--- config.mk ---
export PLATFORM = sky130hd
export DESIGN_NAME = reg_file_rz_flat
export DESIGN_NICKNAME = d
export VERILOG_FILES = /design/src/rtl/uaz_pkg.sv /design/src/rtl/reg_file_rz_if.sv /design/src/rtl/rz_scoreboard.sv /design/src/rtl/reg_file_rz.sv /design/src/flat_wrapper.sv
export SDC_FILE = /design/constraint.sdc
export NUM_CORES = 1
export LEC_CHECK = 0
export CAP_MARGIN = 20
export CORE_UTILIZATION = 50
export DETAILED_ROUTE_END_ITERATION = 10
export GPL_TIMING_DRIVEN = 0
export PLACE_DENSITY = 0.82
export SYNTH_ARGS = -nofsm -noshare
export SYNTH_HDL_FRONTEND = slang
export SYNTH_SLANG_ARGS = --single-unit
--- constraint.sdc ---
create_clock -name CLK -period 2.25 [get_ports CLK]
set_input_delay 0.5625 -clock CLK [delete_from_list [all_inputs] [get_ports CLK]]
set_output_delay 0.5625 -clock CLK [all_outputs]
set_load 0.01 [all_outputs]
--- src/rtl/uaz_pkg.sv ---
// ============================================================================
// Module      : uaz_pkg
// Description : Shared datapath definitions for the register file, operand
//               muxes and decoder: default widths, register count, the
//               hard-wired zero register index and the register address type.
// Revision    : 1.0 - initial release
// ============================================================================
`default_nettype none

package uaz_pkg;

   localparam int          ADDR_W = 3;
   localparam int          DATA_W = 8;
   localparam int          NREG   = 2 ** ADDR_W;
   localparam int unsigned R_ZERO = 0;

   typedef logic [ADDR_W-1:0] reg_addr_t;

endpackage

`default_nettype wire

--- src/rtl/reg_file_rz_if.sv ---
// ============================================================================
// Module      : reg_file_rz_if
// Description : Register file access bundle: two read ports (RX/DX, RY/DY),
//               write-back port (WE/RZ/DZ), issue notification
//               (ISSUE/ISSUE_RZ) and hazard status (BUSY_X/BUSY_Y/STALL/ERR).
//               master = datapath/control side, slave = register file.
// Revision    : 1.0 - initial release
// ============================================================================
`default_nettype none

interface reg_file_rz_if #(
   parameter int ADDR_W = uaz_pkg::ADDR_W,
   parameter int DATA_W = uaz_pkg::DATA_W
);

   logic [ADDR_W-1:0] RX;
   logic [ADDR_W-1:0] RY;
   logic [DATA_W-1:0] DX;
   logic [DATA_W-1:0] DY;
   logic              WE;
   logic [ADDR_W-1:0] RZ;
   logic [DATA_W-1:0] DZ;
   logic              ISSUE;
   logic [ADDR_W-1:0] ISSUE_RZ;
   logic              BUSY_X;
   logic              BUSY_Y;
   logic              STALL;
   logic              ERR;

   modport master (
      output RX, RY, WE, RZ, DZ, ISSUE, ISSUE_RZ,
      input  DX, DY, BUSY_X, BUSY_Y, STALL, ERR
   );

   modport slave (
      input  RX, RY, WE, RZ, DZ, ISSUE, ISSUE_RZ,
      output DX, DY, BUSY_X, BUSY_Y, STALL, ERR
   );

endinterface

`default_nettype wire

--- src/rtl/rz_scoreboard.sv ---
// ============================================================================
// Module      : rz_scoreboard
// Description : Write-back scoreboard. Tracks one pending bit per register
//               (bit 0 permanently clear), reports read-after-write hazards
//               on both read ports and flags write-backs to registers that
//               had no pending producer (sticky error).
// Ports       : clk, rst (async, active high)
//               issue, issue_rz  - destination of newly issued instruction
//               we, rz           - write-back strobe / destination
//               rx, ry           - read addresses to test for hazards
//               busy_x, busy_y   - hazard outputs, err - sticky error
// Revision    : 1.0 - initial release
// ============================================================================
`default_nettype none

module rz_scoreboard
   import uaz_pkg::R_ZERO;
#(
   parameter int ADDR_W = uaz_pkg::ADDR_W
) (
   input  wire logic              clk,
   input  wire logic              rst,
   input  wire logic              issue,
   input  wire logic [ADDR_W-1:0] issue_rz,
   input  wire logic              we,
   input  wire logic [ADDR_W-1:0] rz,
   input  wire logic [ADDR_W-1:0] rx,
   input  wire logic [ADDR_W-1:0] ry,
   output logic                   busy_x,
   output logic                   busy_y,
   output logic                   err
);

   localparam int                NREG   = 2 ** ADDR_W;
   localparam logic [ADDR_W-1:0] ZERO_A = ADDR_W'(R_ZERO);

   logic [NREG-1:0] busy_q;
   logic [NREG-1:0] busy_d;
   logic            err_q;
   logic            err_d;
   logic            w_wr_valid;

   assign w_wr_valid = we && (rz != ZERO_A);

   always_comb begin
      busy_d = busy_q;
      err_d  = err_q;
      if (w_wr_valid) begin
         busy_d[rz] = 1'b0;
         if (!busy_q[rz]) begin
            err_d = 1'b1;
         end
      end
      // Applied after the clear so a same-cycle issue to the written
      // register leaves the new producer pending.
      if (issue && (issue_rz != ZERO_A)) begin
         busy_d[issue_rz] = 1'b1;
      end
      busy_d[0] = 1'b0;
   end

   always_ff @(posedge clk or posedge rst) begin
      if (rst) begin
         busy_q <= '0;
         err_q  <= 1'b0;
      end else begin
         busy_q <= busy_d;
         err_q  <= err_d;
      end
   end

   // A write-back landing this cycle is forwarded, so it already resolves
   // the hazard on a matching read port.
   assign busy_x = busy_q[rx] & ~(we && (rz == rx));
   assign busy_y = busy_q[ry] & ~(we && (rz == ry));
   assign err    = err_q;

endmodule

`default_nettype wire

--- src/rtl/reg_file_rz.sv ---
// ============================================================================
// Module      : reg_file_rz
// Description : Eight-entry register bank with hard-wired zero register,
//               two combinational read ports with same-cycle write bypass,
//               one write-back port, and a scoreboard for RAW stalls.
// Ports       : CLK  - system clock
//               RST  - asynchronous active-high reset
//               bus  - reg_file_rz_if.slave (read, write-back, issue, status)
// Revision    : 1.0 - initial release
// ============================================================================
`default_nettype none

module reg_file_rz
   import uaz_pkg::R_ZERO;
#(
   parameter int DATA_W = uaz_pkg::DATA_W,
   parameter int ADDR_W = uaz_pkg::ADDR_W
) (
   input  wire logic    CLK,
   input  wire logic    RST,
   reg_file_rz_if.slave bus
);

   localparam int                NREG   = 2 ** ADDR_W;
   localparam logic [ADDR_W-1:0] ZERO_A = ADDR_W'(R_ZERO);

   logic [DATA_W-1:0] regs_q [NREG];
   logic [DATA_W-1:0] regs_d [NREG];
   logic              w_wr_valid;
   logic              w_byp_x;
   logic              w_byp_y;
   logic              w_busy_x;
   logic              w_busy_y;
   logic              w_err;

   assign w_wr_valid = bus.WE && (bus.RZ != ZERO_A);

   always_comb begin
      regs_d = regs_q;
      if (w_wr_valid) begin
         regs_d[bus.RZ] = bus.DZ;
      end
   end

   always_ff @(posedge CLK or posedge RST) begin
      if (RST) begin
         regs_q <= '{default: '0};
      end else begin
         regs_q <= regs_d;
      end
   end

   // R0 is never written, so regs_q[0] stays zero and needs no special read
   // case; the bypass alone must exclude it.
   assign w_byp_x = bus.WE && (bus.RZ == bus.RX) && (bus.RX != ZERO_A);
   assign w_byp_y = bus.WE && (bus.RZ == bus.RY) && (bus.RY != ZERO_A);

   assign bus.DX = w_byp_x ? bus.DZ : regs_q[bus.RX];
   assign bus.DY = w_byp_y ? bus.DZ : regs_q[bus.RY];

   rz_scoreboard #(
      .ADDR_W (ADDR_W)
   ) u_scoreboard (
      .clk      (CLK),
      .rst      (RST),
      .issue    (bus.ISSUE),
      .issue_rz (bus.ISSUE_RZ),
      .we       (bus.WE),
      .rz       (bus.RZ),
      .rx       (bus.RX),
      .ry       (bus.RY),
      .busy_x   (w_busy_x),
      .busy_y   (w_busy_y),
      .err      (w_err)
   );

   assign bus.BUSY_X = w_busy_x;
   assign bus.BUSY_Y = w_busy_y;
   assign bus.STALL  = w_busy_x | w_busy_y;
   assign bus.ERR    = w_err;

endmodule

`default_nettype wire

--- src/flat_wrapper.sv ---
// flat-port wrapper written by rule: the top's interface ports become plain ports
module reg_file_rz_flat import uaz_pkg::R_ZERO;
#(
   parameter int DATA_W = uaz_pkg::DATA_W,
   parameter int ADDR_W = uaz_pkg::ADDR_W
)
  (CLK, RST, bus_RX, bus_RY, bus_WE, bus_RZ, bus_DZ, bus_ISSUE, bus_ISSUE_RZ, bus_DX, bus_DY, bus_BUSY_X, bus_BUSY_Y, bus_STALL, bus_ERR);
  reg_file_rz_if #(.ADDR_W(ADDR_W), .DATA_W(DATA_W)) bus_i ();
  input  wire logic CLK;
  input  wire logic RST;
  input wire logic [$bits(bus_i.RX)-1:0] bus_RX;
  input wire logic [$bits(bus_i.RY)-1:0] bus_RY;
  input wire logic [$bits(bus_i.WE)-1:0] bus_WE;
  input wire logic [$bits(bus_i.RZ)-1:0] bus_RZ;
  input wire logic [$bits(bus_i.DZ)-1:0] bus_DZ;
  input wire logic [$bits(bus_i.ISSUE)-1:0] bus_ISSUE;
  input wire logic [$bits(bus_i.ISSUE_RZ)-1:0] bus_ISSUE_RZ;
  output wire logic [$bits(bus_i.DX)-1:0] bus_DX;
  output wire logic [$bits(bus_i.DY)-1:0] bus_DY;
  output wire logic [$bits(bus_i.BUSY_X)-1:0] bus_BUSY_X;
  output wire logic [$bits(bus_i.BUSY_Y)-1:0] bus_BUSY_Y;
  output wire logic [$bits(bus_i.STALL)-1:0] bus_STALL;
  output wire logic [$bits(bus_i.ERR)-1:0] bus_ERR;
  assign bus_i.RX = bus_RX;
  assign bus_i.RY = bus_RY;
  assign bus_i.WE = bus_WE;
  assign bus_i.RZ = bus_RZ;
  assign bus_i.DZ = bus_DZ;
  assign bus_i.ISSUE = bus_ISSUE;
  assign bus_i.ISSUE_RZ = bus_ISSUE_RZ;
  assign bus_DX = bus_i.DX;
  assign bus_DY = bus_i.DY;
  assign bus_BUSY_X = bus_i.BUSY_X;
  assign bus_BUSY_Y = bus_i.BUSY_Y;
  assign bus_STALL = bus_i.STALL;
  assign bus_ERR = bus_i.ERR;
  reg_file_rz #(.DATA_W(DATA_W), .ADDR_W(ADDR_W)) u_core (.CLK(CLK), .RST(RST), .bus(bus_i));
endmodule
* Word-level counts from Yosys, hierarchy flattened *
Index checks and enable logic that the tools add are counted.

word-level totals
  register bits after elaboration = 72
  input bits = 24
  output and inout port bits = 20
  word-level logic and storage cells = 71

cells by class
  magnitude comparators = 10
  equality and inequality tests = 2
  multiplexer cells = 23
  bitwise gates (word level) = 12
  reduce and logical (&&, ||, !) cells = 14

operators by type and width
  kind                  count
  $mux W8               9
  $bwmux W64            1
  $bmux W8 S3           2
  $demux W8 S3          1
  $lt A3 B4 Y1 const B  4
  $ge A4 B4 Y1 const B  3
  $not A3 Y4            3
  $reduce_bool A3 Y1    4
  $bmux W1 S3           3
  $logic_and A1 B1 Y1   9
  $and A8 B8 Y8         1
  $not A8 Y8            1
  $or A8 B8 Y8          1
  $demux W1 S3          2
  $eq A3 B3 Y1          2
  $ge A3 B1 Y1 const B  2
  $mux W1               5
  $lt A4 B1 Y1 const B  1
  $not A1 Y1            3
  $and A1 B1 Y1         2
  $reduce_and A2 Y1     1
  $or A1 B1 Y1          1

* Logic depth before layout (Yosys ltp) *
Gate-level depths: netlist (run 1).

  depth after elaboration = 9
  depth in mapped cells = 6
  depth with buffers taken out = 4

* By module *
From an unflattened synthesis (run 1), not the netlist that was laid out.

second synthesis, totals
  cell total of the unflattened synthesis = 301
  area total of the unflattened synthesis = 4389.2 µm²

modules (own cells, without submodules)
  module         instances  cells an instance  area each (µm²)  seq. area each (µm²)
  reg_file_rz    1          229                3758.6           1601.5
  rz_scoreboard  1          72                 630.6            200.2

* Worst setup path before layout (run 1) *
Ideal clock, no wire load.

  path type = input-to-output
  from = input bus_RX[1]
  to = output bus_DX[0]
  arrival time = 1.851 ns
  required time = 1.688 ns
  path slack = -0.164 ns
  cell stages on the path = 4
  path buffers = 0
  path through = or3b_1 a211o_1 a21oi_4 mux2_2

on the way
  word-level cells in the longest chain between the ends = 5
  elaborated cells between the ends (all ways) = 9
  classes of those cells = 1 x eq/ne; 4 x mux; 1 x bitwise; 3 x reduce/logical

ends and longest elaborated chain
  element                                      RTL line            source
  start, declared                              flat_wrapper.sv:11  input wire logic [$bits(bus_i.RX)-1:0] bus_RX;
  $not A3 Y4 (implied by the code)             reg_file_rz.sv:58   assign bus.DX = w_byp_x ? bus.DZ : regs_q[bus.RX];
  $bmux W8 S3                                  reg_file_rz.sv:58
  $mux W8 (implied by the code) (2 in series)  reg_file_rz.sv:58
  $mux W8 *                                    reg_file_rz.sv:58
  end, declared                                flat_wrapper.sv:18  output wire logic [$bits(bus_i.DX)-1:0] bus_DX;

Every way passes the cells marked *; elsewhere a longest branch is shown, timed or not. The select of a mux whose other input is x is not followed.

* Final worst setup path (run 1) *
  from = input bus_RZ[1]
  to = output bus_DX[6]

on the way
  word-level cells in the longest chain between the ends = 4

ends and longest elaborated chain
  element                            RTL line            source
  start, declared                    flat_wrapper.sv:14  input wire logic [$bits(bus_i.RZ)-1:0] bus_RZ;
  $eq A3 B3 Y1                       reg_file_rz.sv:55   assign w_byp_x = bus.WE && (bus.RZ == bus.RX) && (bus.RX != ZERO_A);
  $logic_and A1 B1 Y1 (2 in series)  reg_file_rz.sv:55
  $mux W8                            reg_file_rz.sv:58

No other way between the ends.

==> flow_summary.yaml, run 1 <==
routing:
  routed_wl_mm: 10.88
  vias: 2931
  wl_per_cell_um: 23.10
  antenna_left: 0
  drtPass1Iterations: 4
  drt_first_iter_violations: 220
  post-route-drc-count: 0
  vias_per_cell: 6.223
setup_path:
  critPathLaunchType: "input pin"
  arrival_ns: 2.10
  end_kind: "output pin"
  r2r_end: "u_core.u_scoreboard.err$_DFFE_PP0P_"
  r2r-start: "u_core.u_scoreboard.busy_q[4]$_DFF_PP0_"
  cp_max_fo: 8
  required_ns: 1.69
  reg2reg_slack_ns: 1.07
  reg2reg_depth: 3
  critPathKind: "in2out"
grt:
  busiest_layer: "met2"
  met3_usage_pct: 5.528
  grtUsageMet2_pct: 42.89
  grt_max_degree: 38
  grt_pass1_wl_mm: 16.72
  overflow: 0
  use_met1_pct: 34.90
  grt_usage_pct: 26.90
  antenna_found_initial: 0
  grt_pass1_vias: 3041
logic_synthesis:
  yosysTopAreaCell: "dfrtp_1"
  synth_area_per_cell_um2: 14.60
  synth.distinct_cells: 39
  synthFlopType: "dfrtp_1"
  yosysSeqAreaShare_pct: 43.00
  synth_fp_nets: 311
  async_flop_share_pct: 100.0
  yosys.area.top_type_share_pct: 43.00
  synth.top_cells.by_area: "dfrtp_1, mux4_2, mux2_1, mux2_2, mux2_4"
  syn_inst: 287
  ys_ff_latch: 72
  synth_edf_count: 0
  synthesis.area_um2: 4190
  yosys_warnings: 0
cts:
  clock_sinks: 72
  h-tree-depth: 3
  clock_latency_ns: 0.34
  cts_buffer_depth: 2
  numCtsBuffers: 9
  clk_pin_slew_ns: 0.08
  cts_tree: "yes"
  cts_hold_buf: 0
  root_buffer: "clkbuf_8"
sta:
  skew_ns: 0.001694
  slew_headroom_pct: 20.11
  hold_violations: 0
  fin_tns_setup_ns: -5.790
  rsz0062_at_grt: "yes"
  fin_crit_ns: 2.665
  setup_violations: 19
  fin_ws_ns: -0.4155
  slew_viol_final: 0
  tightest_slew_ns: 1.193
  max_clock_freq_mhz: 375.2
  finalCritPeriodShare_pct: 118.5
final_layout:
  num-fill-cells: 546
  area_growth_pct: 30.79
  nNetsFinal: 386
  n_antenna_cell: 0
  final_area_um2: 5480
  drive_gt1_share_pct: 47.54
job:
  maxCapViolations: 0
floorplan:
  dieArea_um2: 8751
  core_area_um2: 8175
  chipHeight_um: 93.55
  ioPinCount: 44
  rows: 33
  die_x_um: 93.55
  initial_core_util_pct: 51.25
run_status:
  violations: "setup timing"
  outcome: "complete, but fails checks"
hold_path:
  hp-start: "u_core.u_scoreboard.err$_DFFE_PP0P_"
  min_delay_path_depth: 1
  hp-class: "reg2reg"
  whs_endpoint: "u_core.u_scoreboard.err$_DFFE_PP0P_"
placement:
  dp_hpwl_mm: 6.555
  post_dp_cell_area_um2: 4837
  gp_congestion: 0.8548
  dpl_worst_slack_ns: -1.462
  portBuffers: 41
power:
  leakagePower_uw: 0.002331
  p_per_area_nw_per_um2: 757.5
  vdd_drop_max_mv: 0.4717
==> Yosys cell counts (2+ instances only) <==
master,number
buf_2,7
buf_4,3
buf_6,3
clkbuf_1,9
dfrtp_1,72
inv_1,6
inv_2,2
mux2_1,48
mux2_2,32
mux2_4,8
mux2i_1,3
mux4_2,35
nand2_1,14
nand2b_1,3
nand3_1,3
nand4_1,5
o211ai_1,3
o21ai_0,4
o21ai_1,2
o22ai_1,2
xnor2_1,5
==> cell families (layout without fill, tap and decap cells) <==
| group | after synthesis | after routing | synth area share (%) |
|---|---|---|---|
| multiplexers | 126 | 126 | 43.89 |
| flip-flops | 72 | 72 | 43.00 |
| AND/OR/NAND/NOR | 32 | 32 | 4.419 |
| buffers and inverters | 32 | 111 | 4.150 |
| AO/OA/AOI/OAI | 20 | 20 | 3.494 |
| XOR/XNOR | 5 | 5 | 1.045 |
==> critical path, cell delays in order <==
cell,delay (ns)
buf_8,0.09
or3b_1,0.38
a211o_1,0.30
a21oi_4,0.15
buf_12,0.17
mux2_4,0.32
buf_6,0.12
==> routing by layer <==
metal | vias up | part of all wire [%]
met5 | - | 0
met1 | 1531 | 41
met3 | 35 | 7.0
met2 | 116 | 49
li1 | 1249 | -
met4 | 0 | 3.3
==> through the flow <==
step           utilization, %  hold WS (ns)  instances  total power (uW)
4_1_cts                 65.63        0.4786        463              4112
5_1_grt                 67.03        0.4858        471              4324
6_report                67.03        0.4730        471              4151
2_1_floorplan               -        0.4413        287              2486
3_5_place_dp            59.17        0.4626        434              2911
3_3_place_gp            58.92        0.4542        433              2849
==> where the power goes <==
part / switching [uW] / internal [uW] / total [uW]
registers: 190 / 1540 / 1730
logic: 474 / 839 / 1310
clock network: 493 / 614 / 1110
total: 1160 / 2990 / 4150
==> worst max-delay path by stage <==
stage / start / end / cells after the start
3_3_place_gp: bus_RX[2] / bus_DX[6] / 6
6_report: bus_RZ[1] / bus_DX[6] / 7
2_1_floorplan: bus_RX[1] / bus_DX[0] / 4
3_5_place_dp: bus_RX[1] / bus_DX[6] / 7
5_1_grt: bus_RZ[1] / bus_DX[6] / 9
4_1_cts: bus_RZ[1] / bus_DX[6] / 7
==> area by class of cell <==
cell class	count	area [um^2]	share of cell area, %
Multi-Input combinational cell	183	2372	43.29
Sequential cell	72	1802	32.88
Timing Repair Buffer	64	706.9	12.90
Buffer	24	225.2	4.110
Tap cell	105	131.4	2.397
Clock buffer	9	123.9	2.260
Clock inverter	6	85.08	1.553
Inverter	8	33.78	0.6164
==> state kept, by name, summed over array words and instances (netlist names) <==
| name | cells |
|---|---|
| u_core.u_scoreboard.busy_q | 7 |
| u_core.regs_q | 64 |
| u_core.u_scoreboard.err | 1 |
==> repair_timing <==
action	4_1_cts	5_1_grt
resized for setup	173	11
cloned	2	1
setup endpoints to repair	60	19
pin swaps	9	12
buffers inserted	12	8
==> cells in the final DEF, fill, tap and decap left out, types with 2 or more instances in the layout <==
cell type | netlist | routed
xnor2_2 | 0 | 3
buf_6 | 3 | 24
inv_2 | 2 | 2
clkbuf_1 | 9 | 9
clkbuf_8 | 0 | 9
nand4_1 | 5 | 5
nand3_2 | 0 | 2
nand2b_1 | 3 | 3
buf_2 | 7 | 7
a21oi_4 | 1 | 2
o21ai_2 | 0 | 2
o22ai_1 | 2 | 2
buf_4 | 3 | 15
inv_1 | 6 | 5
dfrtp_1 | 72 | 72
o21ai_1 | 2 | 2
o21ai_0 | 4 | 2
mux2_2 | 32 | 13
nand2_1 | 14 | 13
mux2i_1 | 3 | 3
clkinvlp_4 | 0 | 3
o211ai_1 | 3 | 3
bufinv_16 | 0 | 2
mux2_1 | 48 | 48
mux4_2 | 35 | 35
buf_12 | 0 | 10
buf_8 | 1 | 4
mux2_4 | 8 | 27
clkdlybuf4s50_1 | 0 | 14
clkinv_2 | 0 | 2
Note: power is estimated with default switching activity, not from simulation.
==> inputs of run 2 (changes only) <==
- SKIP_CTS_REPAIR_TIMING: unset -> 1
==> run 2 against run 1 <==
Against the previous run:
- the flow still finishes with violations (setup timing)
- wire length fell by 2.5%
- clock power is essentially flat
- register-to-register slack got worse by 0.03 ns
- global-route usage shrank 1.8 points
- count of clock-buffer cells in the layout unchanged
- largest power group unchanged
- highest routed layer unchanged
==> flow_summary.yaml, run 2 (synthesis gave the netlist of run 1 again) <==
floorplan:
  chipHeight_um: 93.55
  initial_core_util_pct: 51.25
  dieArea_um2: 8751
  ioPinCount: 44
  die_x_um: 93.55
  rows: 33
  core_area_um2: 8175
setup_path:
  cp_max_fo: 8
  reg2reg_slack_ns: 1.04
  critPathKind: "in2out"
  required_ns: 1.69
  critPathLaunchType: "input pin"
  crit_slowest_cell: "or3b_1"
  crit_chain: "buf_8 > or3b_1 > a211o_1 > a21oi_4 > buf_12 > mux2_4 > buf_6"
  cpPeakStageDelay_ns: 0.38
  end_kind: "output pin"
  arrival_ns: 2.23
sta:
  slew_viol_final: 0
  fin_crit_ns: 2.788
  max_clock_freq_mhz: 358.6
  slew_headroom_pct: 27.91
  tightest_slew_ns: 1.077
  setup_violations: 19
  rsz0062_at_grt: "yes"
  hold_violations: 0
  fin_tns_setup_ns: -7.866
  skew_ns: 0.002708
  fin_ws_ns: -0.5384
  finalCritPeriodShare_pct: 123.9
grt:
  antenna_found_initial: 0
  grt_max_degree: 38
  grt_pass1_wl_mm: 15.62
  overflow: 0
  grt_pass1_vias: 2880
  grt_usage_pct: 25.08
cts:
  cts_buffer_depth: 2
  h-tree-depth: 3
  numCtsBuffers: 9
  clk_pin_slew_ns: 0.07
  cts_tree: "yes"
  clock_latency_ns: 0.34
  clock_sinks: 72
  root_buffer: "clkbuf_8"
final_layout:
  drive_gt1_share_pct: 45.56
  final_cell_mix: "dfrtp_1, mux2_1, mux4_2"
  utilization_pct: 66.04
  final_area_um2: 5399
  n_antenna_cell: 0
  num-fill-cells: 575
  largest-register: "u_core.regs_q"
  mostFrequentLayoutCell: "dfrtp_1"
  largest_register_ffs: 64
  nNetsFinal: 380
  area_growth_pct: 28.84
power:
  vdd_drop_max_mv: 0.4625
  p_per_area_nw_per_um2: 761.2
  leakagePower_uw: 0.002296
placement:
  portBuffers: 41
  post_dp_cell_area_um2: 4837
  gp_congestion: 0.8548
  dp_hpwl_mm: 6.555
routing:
  post-route-drc-count: 0
  vias_per_cell: 6.206
  wl_per_cell_um: 22.80
  drt_first_iter_violations: 172
  drtPass1Iterations: 4
  routed_wl_mm: 10.60
  vias: 2886
  antenna_left: 0
hold_path:
  hp-class: "reg2reg"
job:
  maxCapViolations: 0
run_status:
  violations: "setup timing"
  outcome: "complete, but fails checks"
[run 2: cell types whose count changed in the layout (fill, tap and decap cells not counted), moves of 2 or more]
cell / previous run / this run
buf_4: 15 / 11
clkbuf_2: 0 / 4
buf_2: 7 / 4
buf_6: 24 / 21
buf_12: 10 / 12
dlymetal6s2s_1: 0 / 2
mux2_2: 13 / 15
mux2_4: 27 / 25
[run 2: through the flow]
step | instances | hold slack [ns] | setup slack, ns | power [uW]
2_1_floorplan | 287 | 0.4413 | -0.1396 | 2486
3_3_place_gp | 433 | 0.4542 | -1.438 | 2849
3_5_place_dp | 434 | 0.4626 | -1.462 | 2911
4_1_cts | 449 | 0.4786 | -1.464 | 4003
5_1_grt | 465 | 0.4854 | -0.5442 | 4278
6_report | 465 | 0.4742 | -0.5384 | 4110
[run 2: area by class of cell]
class	count	area, um^2	area share (%)
buffer	24	226.5	4.195
clock buffer	9	123.9	2.294
multi-input combinational	183	2350	43.52
timing repair buffer	58	646.9	11.98
sequential	72	1802	33.37
tap	105	131.4	2.433
inverter	8	33.78	0.6257
clock inverter	6	85.08	1.576
[run 2: routing by layer]
metal	track usage [%]	share of wire, %	up-vias
li1	-	-	1240
met1	33.44	41	1493
met2	40.26	48	132
met3	4.146	8.8	21
met4	11.67	2.4	0
met5	0	0	-
[run 2: report_power, final]
group          switching (uW)  internal (uW)  total (uW)
Combinational             463            813        1280
Clock                     494            614        1110
Sequential                184           1540        1730
[run 2: final timing paths]
kind | cells after the start | startpoint | endpoint
min in group asynchronous | 2 | RST | u_core.regs_q[10]$_DFFE_PP0P_
worst max register to register | 3 | u_core.u_scoreboard.busy_q[4]$_DFF_PP0_ | u_core.u_scoreboard.err$_DFFE_PP0P_
worst min-delay path | 1 | u_core.u_scoreboard.err$_DFFE_PP0P_ | u_core.u_scoreboard.err$_DFFE_PP0P_
worst max-delay path | 7 | bus_RZ[1] | bus_DX[6]
worst min register to register | 1 | u_core.u_scoreboard.err$_DFFE_PP0P_ | u_core.u_scoreboard.err$_DFFE_PP0P_
max in group asynchronous | 3 | RST | u_core.u_scoreboard.err$_DFFE_PP0P_
[run 2: critical path, delay by kind of cell]
family,cells,cell delay (ns)
AO/OA/AOI/OAI,2,0.56
buffers and inverters,3,0.40
AND/OR/NAND/NOR,1,0.38
multiplexers,1,0.32
==> inputs of run 3 (changes only) <==
- CORE_UTILIZATION: 50 -> 33
- PLACE_DENSITY: 0.82 -> 0.6
- SKIP_CTS_REPAIR_TIMING: 1 -> unset
==> run 3 against run 2 <==
Against the previous run:
- the run still ends with setup timing left
- fmax increased by 3.9%
- clock power is 50% higher
- critical path depth did not move
- die area increased by 50%
- final area increased by 5.7%
- global-route usage shrank 6.3 points
- clock skew is 0.0014 ns higher
- count of clock-buffer cells in the layout grew 2
- power up 14%
- first-iteration DRC count increased by 20%
- flip-flop and latch count did not move
- critical path type unchanged
- largest power group unchanged
==> flow_summary.yaml, run 3 (synthesis gave the netlist of run 1 again) <==
grt:
  met3_usage_pct: 2.912
  overflow: 0
  grt_pass1_wl_mm: 17.73
  grt_usage_pct: 18.76
  grt_max_degree: 41
  grtUsageMet2_pct: 30.55
  grt_pass1_vias: 3038
  antenna_found_initial: 0
  use_met1_pct: 24.68
  busiest_layer: "met2"
sta:
  slew_viol_final: 0
  finalCritPeriodShare_pct: 119.3
  skew_ns: 0.004131
  max_clock_freq_mhz: 372.5
  fin_crit_ns: 2.685
  tightest_slew_ns: 1.100
  hold_ws_ns: 0.4631
  setup_violations: 19
  fin_ws_ns: -0.4349
  rsz0062_at_grt: "yes"
  hold_violations: 0
  slew_headroom_pct: 26.32
routing:
  antenna_left: 0
  wl_per_cell_um: 21.49
  post-route-drc-count: 0
  vias_per_cell: 5.227
  routed_wl_mm: 11.43
  drt_first_iter_violations: 206
  drtPass1Iterations: 4
  vias: 2781
setup_path:
  cpPeakStageDelay_ns: 0.39
  reg2reg_slack_ns: 1.10
  crit_slowest_cell: "or3b_1"
  required_ns: 1.69
  critPathLaunchType: "input pin"
  critPathKind: "in2out"
  cp_max_fo: 4
  crit_chain: "buf_8 > or3b_1 > a211o_1 > a21oi_4 > buf_6 > mux2_4 > buf_6"
  end_kind: "output pin"
  crit_path_frequent_cell: "buf_6"
  arrival_ns: 2.12
floorplan:
  core_area_um2: 12210
  die_x_um: 114.7
  chipHeight_um: 114.7
  initial_core_util_pct: 34.31
  ioPinCount: 44
  dieArea_um2: 13150
  rows: 40
placement:
  dp_hpwl_mm: 6.953
  gp_congestion: 0.7879
  dpl_worst_slack_ns: -1.470
  portBuffers: 41
  post_dp_cell_area_um2: 4916
final_layout:
  nNetsFinal: 383
  area_growth_pct: 36.19
  final_cell_mix: "dfrtp_1, mux2_1, mux4_2"
  n_antenna_cell: 0
  largest_register_ffs: 64
  mostFrequentLayoutCell: "dfrtp_1"
  drive_gt1_share_pct: 46.70
  final_area_um2: 5707
  largest-register: "u_core.regs_q"
  utilization_pct: 46.73
hold_path:
  hp-class: "reg2reg"
cts:
  clk_pin_slew_ns: 0.06
  root_buffer: "clkbuf_16"
  cts_tree: "yes"
  cts_hold_buf: 0
  clock_sinks: 72
  clock_latency_ns: 0.33
  h-tree-depth: 3
  cts_buffer_depth: 2
  numCtsBuffers: 9
power:
  total_power_uw: 4702
  vdd_drop_max_mv: 0.3541
  leakagePower_uw: 0.002403
  p_per_area_nw_per_um2: 824.0
run_status:
  violations: "setup timing"
  outcome: "complete, but fails checks"
job:
  maxCapViolations: 0
## run 3: cell count changes in the layout (fill, tap and decap cells not counted), moves of 3 or more
cell       previous run  this run
buf_4                11         8
buf_6                21        30
clkbuf_16             0         9
clkbuf_2              4         0
clkbuf_8              9         1
mux2_2               15        10
mux2_4               25        30
## run 3: metal layers
metal  up-vias  share of wire (%)
li1       1246                  -
met1      1449                 46
met2        62                 48
met3        24                3.5
met4         0                2.8
met5         -                  0
## run 3: worst paths after layout
path	startpoint	to	cells after the start
max	bus_RZ[1]	bus_DX[0]	7
min reg2reg	u_core.u_scoreboard.err$_DFFE_PP0P_	u_core.u_scoreboard.err$_DFFE_PP0P_	1
max reg2reg	u_core.u_scoreboard.busy_q[1]$_DFF_PP0_	u_core.u_scoreboard.err$_DFFE_PP0P_	4
max in group asynchronous	RST	u_core.u_scoreboard.busy_q[6]$_DFF_PP0_	3
min	u_core.u_scoreboard.err$_DFFE_PP0P_	u_core.u_scoreboard.err$_DFFE_PP0P_	1
min in group asynchronous	RST	u_core.regs_q[9]$_DFFE_PP0P_	2
## run 3: area by class of cell
type / count / area, um^2
flip-flops and latches: 72 / 1802
inverters: 8 / 36.28
clock buffers: 11 / 242.7
fillers: 1117 / 6505
well taps: 168 / 210.2
clock inverters: 5 / 103.9
plain buffers: 24 / 227.7
repair buffers: 61 / 705.7
multi-input cells: 183 / 2379
## run 3: stage by stage
stage,cells,setup TNS (ns)
6_report,532,-6.389
5_1_grt,532,-6.940
4_1_cts,533,-6.433
3_5_place_dp,497,-51.12
3_3_place_gp,496,-51.33
2_1_floorplan,287,-1.196
## run 3: repair_timing
item,4_1_cts,5_1_grt
pin swaps,9,3
gates cloned,2,0
resized for setup,183,11
buffers inserted,18,0
endpoints found under the setup margin,61,19
## run 3: report_power, final
group / leakage, uW / internal [uW] / total [uW] / switching (uW)
clock: 0.000170 / 1110 / 1660 / 547
combinational: 0.00136 / 844 / 1320 / 473
sequential: 0.000874 / 1540 / 1720 / 180
total: 0.00240 / 3500 / 4700 / 1200
## run 3: critical path: cells and delay by family
kind | cells | cell delay (ns)
AND/OR/NAND/NOR | 1 | 0.39
AO/OA/AOI/OAI | 2 | 0.47
multiplexers | 1 | 0.32
buffers and inverters | 3 | 0.37
